<file path="config.mk">
export PLATFORM = sky130hd
export DESIGN_NAME = rgb_pwm_driver
export DESIGN_NICKNAME = d
export VERILOG_FILES = /design/src/rtl/rgb_pwm_driver_pkg.sv /design/src/rtl/rgb_pwm_driver_channel.sv /design/src/rtl/rgb_pwm_driver.sv
export SDC_FILE = /design/constraint.sdc
export NUM_CORES = 1
export LEC_CHECK = 0
export CAP_MARGIN = 10
export CORE_ASPECT_RATIO = 0.5
export CORE_MARGIN = 1
export CORE_UTILIZATION = 25
export DETAILED_ROUTE_END_ITERATION = 10
export GPL_ROUTABILITY_DRIVEN = 1
export PLACE_DENSITY = 0.42
export SETUP_SLACK_MARGIN = 0.1
export SYNTH_ARGS = -nofsm -noshare
export SYNTH_HDL_FRONTEND = slang
export SYNTH_HIERARCHICAL = 1
export SYNTH_SLANG_ARGS = --single-unit
export TNS_END_PERCENT = 10
</file>
<file path="constraint.sdc">
create_clock -name clk -period 5.51 [get_ports clk]
set_clock_uncertainty 0.2 [all_clocks]
set_input_delay 0.8265 -clock clk [delete_from_list [all_inputs] [get_ports clk]]
set_output_delay 0.8265 -clock clk [all_outputs]
set_load 0.005 [all_outputs]
</file>
<file path="src/rtl/rgb_pwm_driver_pkg.sv">
`default_nettype none
// ============================================================================
//  Module      : rgb_pwm_driver_pkg
//  Description : Shared channel slice positions, duty width, colour indices
//                and a duty-slice helper for the RGB PWM driver.
//  Revision    : 1.0  initial release
// ============================================================================
package rgb_pwm_driver_pkg;

    localparam int DUTY_W = 8;

    localparam int R_MSB = 23;
    localparam int R_LSB = 16;
    localparam int G_MSB = 15;
    localparam int G_LSB = 8;
    localparam int B_MSB = 7;
    localparam int B_LSB = 0;

    localparam int NUM_CH = 3;

    typedef enum logic [1:0] {
        CH_R = 2'd0,
        CH_G = 2'd1,
        CH_B = 2'd2
    } ch_idx_e;

    function automatic logic [DUTY_W-1:0] duty_slice(input logic [23:0] rgb,
                                                     input ch_idx_e     ch);
        logic [DUTY_W-1:0] d;
        d = '0;
        case (ch)
            CH_R:    d = rgb[R_MSB:R_LSB];
            CH_G:    d = rgb[G_MSB:G_LSB];
            CH_B:    d = rgb[B_MSB:B_LSB];
            default: d = '0;
        endcase
        return d;
    endfunction

endpackage : rgb_pwm_driver_pkg
`default_nettype wire

</file>
<file path="src/rtl/rgb_pwm_driver_channel.sv">
`default_nettype none
// ============================================================================
//  Module      : pwm_channel
//  Description : One LED channel: period-latched shadow duty, compare against
//                the shared PWM count, registered pin output.
//  Revision    : 1.0  initial release
// ============================================================================
module pwm_channel
    import rgb_pwm_driver_pkg::*;
(
    input  logic              clk,
    input  logic              rst,
    input  logic              enable,
    input  logic              load,
    input  logic [DUTY_W-1:0] pwm_cnt,
    input  logic [DUTY_W-1:0] duty_in,
    output logic              led
);

    logic [DUTY_W-1:0] shadow_q;
    logic [DUTY_W-1:0] shadow_d;
    logic              led_q;
    logic              led_d;
    logic [DUTY_W-1:0] w_duty_eff;

    // The new duty must already apply on the load cycle itself, so the
    // first output of a period uses the incoming value, not the stale shadow.
    always_comb begin
        w_duty_eff = load ? duty_in : shadow_q;
        shadow_d   = w_duty_eff;
        led_d      = enable && (pwm_cnt < w_duty_eff);
    end

    always_ff @(posedge clk) begin
        if (rst) begin
            shadow_q <= '0;
            led_q    <= 1'b0;
        end else begin
            shadow_q <= shadow_d;
            led_q    <= led_d;
        end
    end

    assign led = led_q;

endmodule : pwm_channel
`default_nettype wire

</file>
<file path="src/rtl/rgb_pwm_driver.sv">
`default_nettype none
// ============================================================================
//  Module      : rgb_pwm_driver
//  Description : Drives three LED pins from a 24-bit rgb word with 8-bit PWM;
//                duty is latched once per period.
//  Revision    : 1.0  initial release
// ============================================================================
module rgb_pwm_driver
    import rgb_pwm_driver_pkg::*;
#(
    parameter int unsigned PRESCALE = 4
) (
    input  logic        clk,
    input  logic        rst,
    input  logic        enable,
    input  logic [23:0] rgb,
    output logic        led_r,
    output logic        led_g,
    output logic        led_b,
    output logic        period_start
);

    localparam int             PRE_W   = (PRESCALE > 1) ? $clog2(PRESCALE) : 1;
    localparam logic [PRE_W-1:0] PRE_MAX = PRE_W'(PRESCALE - 1);

    logic [PRE_W-1:0]  pre_cnt_q;
    logic [PRE_W-1:0]  pre_cnt_d;
    logic [DUTY_W-1:0] pwm_cnt_q;
    logic [DUTY_W-1:0] pwm_cnt_d;
    logic              period_start_q;
    logic              period_start_d;
    logic              w_tick;
    logic              w_load;
    logic [NUM_CH-1:0] w_led;

    // Counters freeze while disabled, so a disabled stretch simply lengthens
    // the current period instead of restarting it.
    always_comb begin
        w_tick         = enable && (pre_cnt_q == PRE_MAX);
        w_load         = enable && (pre_cnt_q == '0) && (pwm_cnt_q == '0);
        pre_cnt_d      = pre_cnt_q;
        pwm_cnt_d      = pwm_cnt_q;
        period_start_d = w_load;
        if (enable) begin
            pre_cnt_d = w_tick ? '0 : pre_cnt_q + 1'b1;
            if (w_tick) begin
                pwm_cnt_d = pwm_cnt_q + 1'b1;
            end
        end
    end

    always_ff @(posedge clk) begin
        if (rst) begin
            pre_cnt_q      <= '0;
            pwm_cnt_q      <= '0;
            period_start_q <= 1'b0;
        end else begin
            pre_cnt_q      <= pre_cnt_d;
            pwm_cnt_q      <= pwm_cnt_d;
            period_start_q <= period_start_d;
        end
    end

    generate
        for (genvar gi = 0; gi < NUM_CH; gi++) begin : g_ch
            pwm_channel u_ch (
                .clk     (clk),
                .rst     (rst),
                .enable  (enable),
                .load    (w_load),
                .pwm_cnt (pwm_cnt_q),
                .duty_in (duty_slice(rgb, ch_idx_e'(gi))),
                .led     (w_led[gi])
            );
        end
    endgenerate

    assign led_r        = w_led[CH_R];
    assign led_g        = w_led[CH_G];
    assign led_b        = w_led[CH_B];
    assign period_start = period_start_q;

endmodule : rgb_pwm_driver
`default_nettype wire

</file>
==> impl_metrics.tcl, run 1 <==
set metrics [dict create \
    outcome "completed" \
    power.leakage_nw 1.02 \
    relSlewSlack_pct 69.3 \
    insertion_delay_ns 0.28 \
    setup_viol 0 \
    final_util_pct 33.6 \
    grt_first_pass_wirelength_mm 7.25 \
    ys_ff_latch 38 \
    finalCritPeriodShare_pct 59.6 \
    synth.distinct_cells 30 \
    syn_area_sq_mm 0.00194 \
    period_needed_ns 3.29 \
    yosysSeqAreaShare_pct 39.2 \
    place_inst 315 \
    hold_viol_final 0 \
    min_from "g_ch[0].u_ch/shadow_q[0]" \
    rsz0062_at_grt "no" \
    synth_edf_count 0 \
    via_count 1477 \
    fp.dieW_um 127 \
    path_class "in -> reg" \
    diodes 0 \
    num_rows 22 \
    peakVddDrop_v 0.000116 \
    drc 0 \
    fmaxAchievable_mhz 304 \
    vias_per_cell 4.57 \
    combPwrFrac_pct 15.7 \
    ant_nets 0 \
    grt_overflow_total 0 \
    avgSynthCellArea_sq_um 10.0 \
    powerDensity_mw_per_mm2 298 \
    setup-tns-final_ns 0 \
    p_sw_share_pct 23.7 \
    first_pass_iters 4 \
    synthFlopType "dfxtp_1" \
    final_layout_size_suffix_gt1_share_pct 8.81 \
    maxCapViolations 0 \
    synth_warnings 6 \
    cts_root_buf "clkbuf_16" \
    worstSetupStartpointType "input pin" \
    fin_cells 323 \
    grt_max_degree 39 \
    cp-end-kind "register" \
    worst_slew_pin_slew_ns 0.460 \
    syn-num-nets 246 \
    cts_tree "done" \
    worst_ep_arrival_time_ns 3.32 \
    area_growth_syn_to_layout_pct 28.6 \
    hpwlAfterDp_mm 3.03 \
    cts_buffers 5 \
    r2r-start "pwm_cnt_q[3]" \
    holdWs_ns 0.284 \
    core_region_area_sq_mm 0.00743 \
    crit_fanout 13 \
    die_h_um 64.3 \
    die_area_sq_mm 0.00814 \
    post_cts.repair.setup_buffers 0 \
    p_seq_share_pct 40.2 \
    wl_per_cell_um 13.4 \
    nets 278 \
    crit_path_start "enable" \
    antenna_found_initial 0 \
    cts_resized 0 \
    finalPower_mw 0.743 \
    place_congestion 0.764 \
    cp_data_required_time_ns 5.54 \
    clk_pin_slew_ns 0.06 \
    drv_slew 0 \
    first_iter_violations 47 \
    p_sw_mw 0.176 \
    async_reset_ff_share_pct 0 \
    grt_pass1_vias 1425 \
    htreeDepth 2 \
    hold_buffers 0 \
    drt_wl_total_mm 4.34 \
    synthCells 194 \
    fillers 739 \
    clkPwrFrac_pct 44.2 \
    start_util_pct 26.1 \
    track_usage_pct 11.9 \
    cts_buffer_depth 2 \
    cts.sinks 38 \
    port_buffers 30 \
    io_pins 31 \
    p_int_mw 0.568 \
    min_path_type "reg -> reg" \
]
stage by stage:
step	instance area, sq um	worst slack, ns
finish	2500	2.22
global route	2500	2.02
CTS	2500	2.19
detailed placement	2330	1.92
global placement	2330	1.99
floorplan	1940	2.60
kinds of logic (layout without fill, tap and decap cells):
family	Yosys count	in the layout	synth area share, %
DFF	38	38	39.2
xor gates and xnor gates	2	2	0.903
AOI/OAI and AO/OA	29	29	10.1
and+or+nand+nor	61	61	16.4
muxes	26	26	13.4
adders and majority gates	25	25	16.1
buffers and inverters	13	46	3.93
per-layer routing:
metal	track usage (%)	wire length (um)
met5	0	0
met4	4.97	68
met3	2.85	175
met2	18.4	1840
met1	15.7	2250
cells in the final DEF (no fill, tap or decap), types with 5 or more instances in the layout:
master,count
dfxtp_1,38
clkdlybuf4s50_1,30
nor2_1,29
mux2i_1,26
ha_1,25
nand2_1,9
a21oi_1,9
nand3_1,6
o21ai_0,6
inv_1,5
clkbuf_16,5
flip-flops by register name (all words and copies together), names as in the netlist:
register,flops
g_ch.u_ch/led,3
g_ch.u_ch/shadow_q,24
pre_cnt_q,2
pwm_cnt_q,8
period_start,1
worst max-delay path: stages:
cell	delay, ns
clkdlybuf4s50_1	0.74
nand2b_1	0.15
nor3_2	0.15
buf_4	0.28
mux2i_1	0.28
ha_1	0.30
a211oi_1	0.25
o211a_1	0.18
a32o_1	0.15
Yosys cell counts, drive strengths merged (5+ instances only):
cell type,number,share of area [%]
buf,7,2.8
nand2,9,1.7
o21ai,6,1.5
a21oi,9,2.3
inv,5,0.97
nand3,7,2.1
mux2i,26,13
dfxtp,38,39
ha,25,16
nor2,29,5.6
power by group through the flow:
stage	Combinational [mW]	Sequential, mW	Clock (mW)
after floorplan	0.0779	0.304	0
after detailed placement	0.119	0.305	0
after CTS	0.119	0.299	0.338
after global routing	0.132	0.300	0.357
final	0.117	0.299	0.328
after global placement	0.117	0.305	0
final timing paths:
| kind | end | slack, ns | cells past startpoint |
|---|---|---|---|
| worst min-delay path | g_ch[0].u_ch/shadow_q[0] | 0.28 | 2 |
| worst max register to register | g_ch[1].u_ch/led | 2.72 | 9 |
| worst max-delay path | g_ch[1].u_ch/led | 2.22 | 9 |
| worst min register to register | g_ch[0].u_ch/shadow_q[0] | 0.28 | 2 |
area by class of cell:
cell class	instances	area, sq um	area share (%)
clock buffer	5	125	5.01
tap	96	120	4.81
clock inverter	3	40.0	1.60
sequential	38	761	30.5
inverter	5	18.8	0.752
multi-input combinational	143	1110	44.4
timing repair buffer	33	323	12.9
Note: power is estimated with default switching activity, not from simulation.
==> run 2, diff against run 1 <==
Clock period 5.51 ns to 3.15 ns, I/O delays scaled along.
==> impl_metrics.tcl, run 2 (synthesized netlist as in run 1, its figures left out) <==
set metrics [dict create \
    fin_cells 328 \
    path_class "reg -> reg" \
    final_layout_size_suffix_gt1_share_pct 10.8 \
    grt_pass1_vias 1525 \
    cp_cell_sequence "nor4_1 > nand3_1 > nor3_2 > buf_4 > mux2i_1 > ha_1 > a211oi_1 > o211a_1 > a32o_1" \
    post_cts.repair.setup_buffers 0 \
    place_congestion 0.728 \
    hold_viol_final 0 \
    rsz0062_at_grt "no" \
    final_cell_mix "dfxtp_1 (38), clkdlybuf4s50_1 (30), nor2_1 (29), mux2i_1 (26), ha_1 (25)" \
    power.leakage_nw 1.04 \
    insertion_delay_ns 0.27 \
    area_growth_syn_to_layout_pct 30.0 \
    drv_slew 0 \
    min_path_type "reg -> reg" \
    ant_nets 0 \
    peakVddDrop_v 0.000158 \
    largest_reg_flops 24 \
    fp.dieW_um 127 \
    core_region_area_sq_mm 0.00743 \
    cts_buffer_depth 2 \
    wl_met2_mm 1.97 \
    crit_buf_inv 1 \
    place_inst 322 \
    setup_ws_ns 0.429 \
    wl_met1_mm 2.41 \
    rrSetupSlack_ns 0.43 \
    maxCapViolations 0 \
    highest_layer "met4" \
    layout_commonest_cell "dfxtp_1" \
    regMostFlops "g_ch.u_ch/shadow_q" \
    powerDensity_mw_per_mm2 486 \
    worst_slew_pin_slew_ns 0.831 \
    diodes 0 \
    cts_resized 0 \
    grt_overflow_total 0 \
    crit_fanout 13 \
    cts_root_buf "clkbuf_16" \
    hold_buffers 0 \
    clk_pin_slew_ns 0.05 \
    grt_max_degree 21 \
    drt_wl_total_mm 4.50 \
    route.met3.wl_um 97 \
    cts.sinks 38 \
    crit_slowest_cell "dfxtp_1" \
    setup_viol 0 \
    htreeDepth 2 \
    cp-end-kind "register" \
    fmaxAchievable_mhz 368 \
    finalCritPeriodShare_pct 86.4 \
    setup-tns-final_ns 0 \
    holdWs_ns 0.298 \
    grt_first_pass_wirelength_mm 7.59 \
    port_buffers 30 \
    die_area_sq_mm 0.00814 \
    antenna_found_initial 0 \
    io_pins 31 \
    cp_data_required_time_ns 3.17 \
    slowest_delay_ns 0.40 \
    die_h_um 64.3 \
    nets 285 \
    cts_tree "done" \
    relSlewSlack_pct 44.4 \
    drc 0 \
    first_iter_violations 80 \
    cts_buffers 5 \
    outcome "completed" \
    period_needed_ns 2.72 \
    dp_slack_ns 0.231 \
    hpwlAfterDp_mm 3.28 \
    worst_ep_arrival_time_ns 2.74 \
    wl_per_cell_um 13.7 \
    vias_per_cell 4.62 \
    track_usage_pct 12.2 \
    first_pass_iters 4 \
    start_util_pct 26.1 \
    worstSetupStartpointType "register" \
    via_count 1514 \
    num_rows 22 \
    crit_family "simple AND/OR/NAND/NOR gates" \
]
-- run 2: changes by cell type in the layout (fill, tap and decap cells not counted) --
cell       before  now
clkbuf_8        0    1
bufinv_16       1    0
clkinv_2        2    0
buf_4           3   10
-- run 2: cell type report --
cell class	instances	area [sq um]
Clock buffer	6	139
Fill cell	764	4910
Inverter	5	18.8
Multi-Input combinational cell	143	1110
Sequential cell	38	761
Tap cell	96	120
Timing Repair Buffer	40	375
-- run 2: final timing paths --
kind,from,endpoint,cells after the start
setup / recovery,pwm_cnt_q[6],g_ch[1].u_ch/led,9
hold / removal,g_ch[2].u_ch/shadow_q[2],g_ch[2].u_ch/shadow_q[2],2
hold reg to reg,g_ch[2].u_ch/shadow_q[2],g_ch[2].u_ch/shadow_q[2],2
setup reg to reg,pwm_cnt_q[6],g_ch[1].u_ch/led,9
-- run 2: tightest hold or removal path, cell delays in order, from the launching register on --
cell     delay, ns
dfxtp_1       0.30
mux2i_1       0.08
nor2_1        0.08
-- run 2: metal layers --
layer | vias to the layer above | global-route usage, %
met1 | 719 | 16.7
met4 | 0 | 4.22
met5 | - | 0
met2 | 14 | 18.7
met3 | 2 | 2.60
li1 | 779 | -
-- run 2: metrics by stage --
stage | total power [mW] | util (%) | area [sq um]
4_1_cts | 1.24 | 33.9 | 2520
3_3_place_gp | 0.740 | 32.1 | 2380
6_report | 1.23 | 33.9 | 2520
3_5_place_dp | 0.744 | 32.1 | 2380
2_1_floorplan | 0.668 | - | 1940
5_1_grt | 1.29 | 33.9 | 2520
-- run 2: power breakdown --
| part | internal, mW | leakage, nW | switching, mW | total, mW |
|---|---|---|---|---|
| clock | 0.306 | 0.0688 | 0.189 | 0.496 |
| combinational | 0.111 | 0.661 | 0.0972 | 0.208 |
| sequential | 0.513 | 0.311 | 0.00974 | 0.522 |
| total | 0.929 | 1.04 | 0.296 | 1.23 |
==> run 3, diff against run 2 <==
Settings changed: ABC_CLOCK_PERIOD_IN_PS from default to 3150.
==> results of run 3 <==
No change in the layout: final DEF, timing and power equal those of run 2.
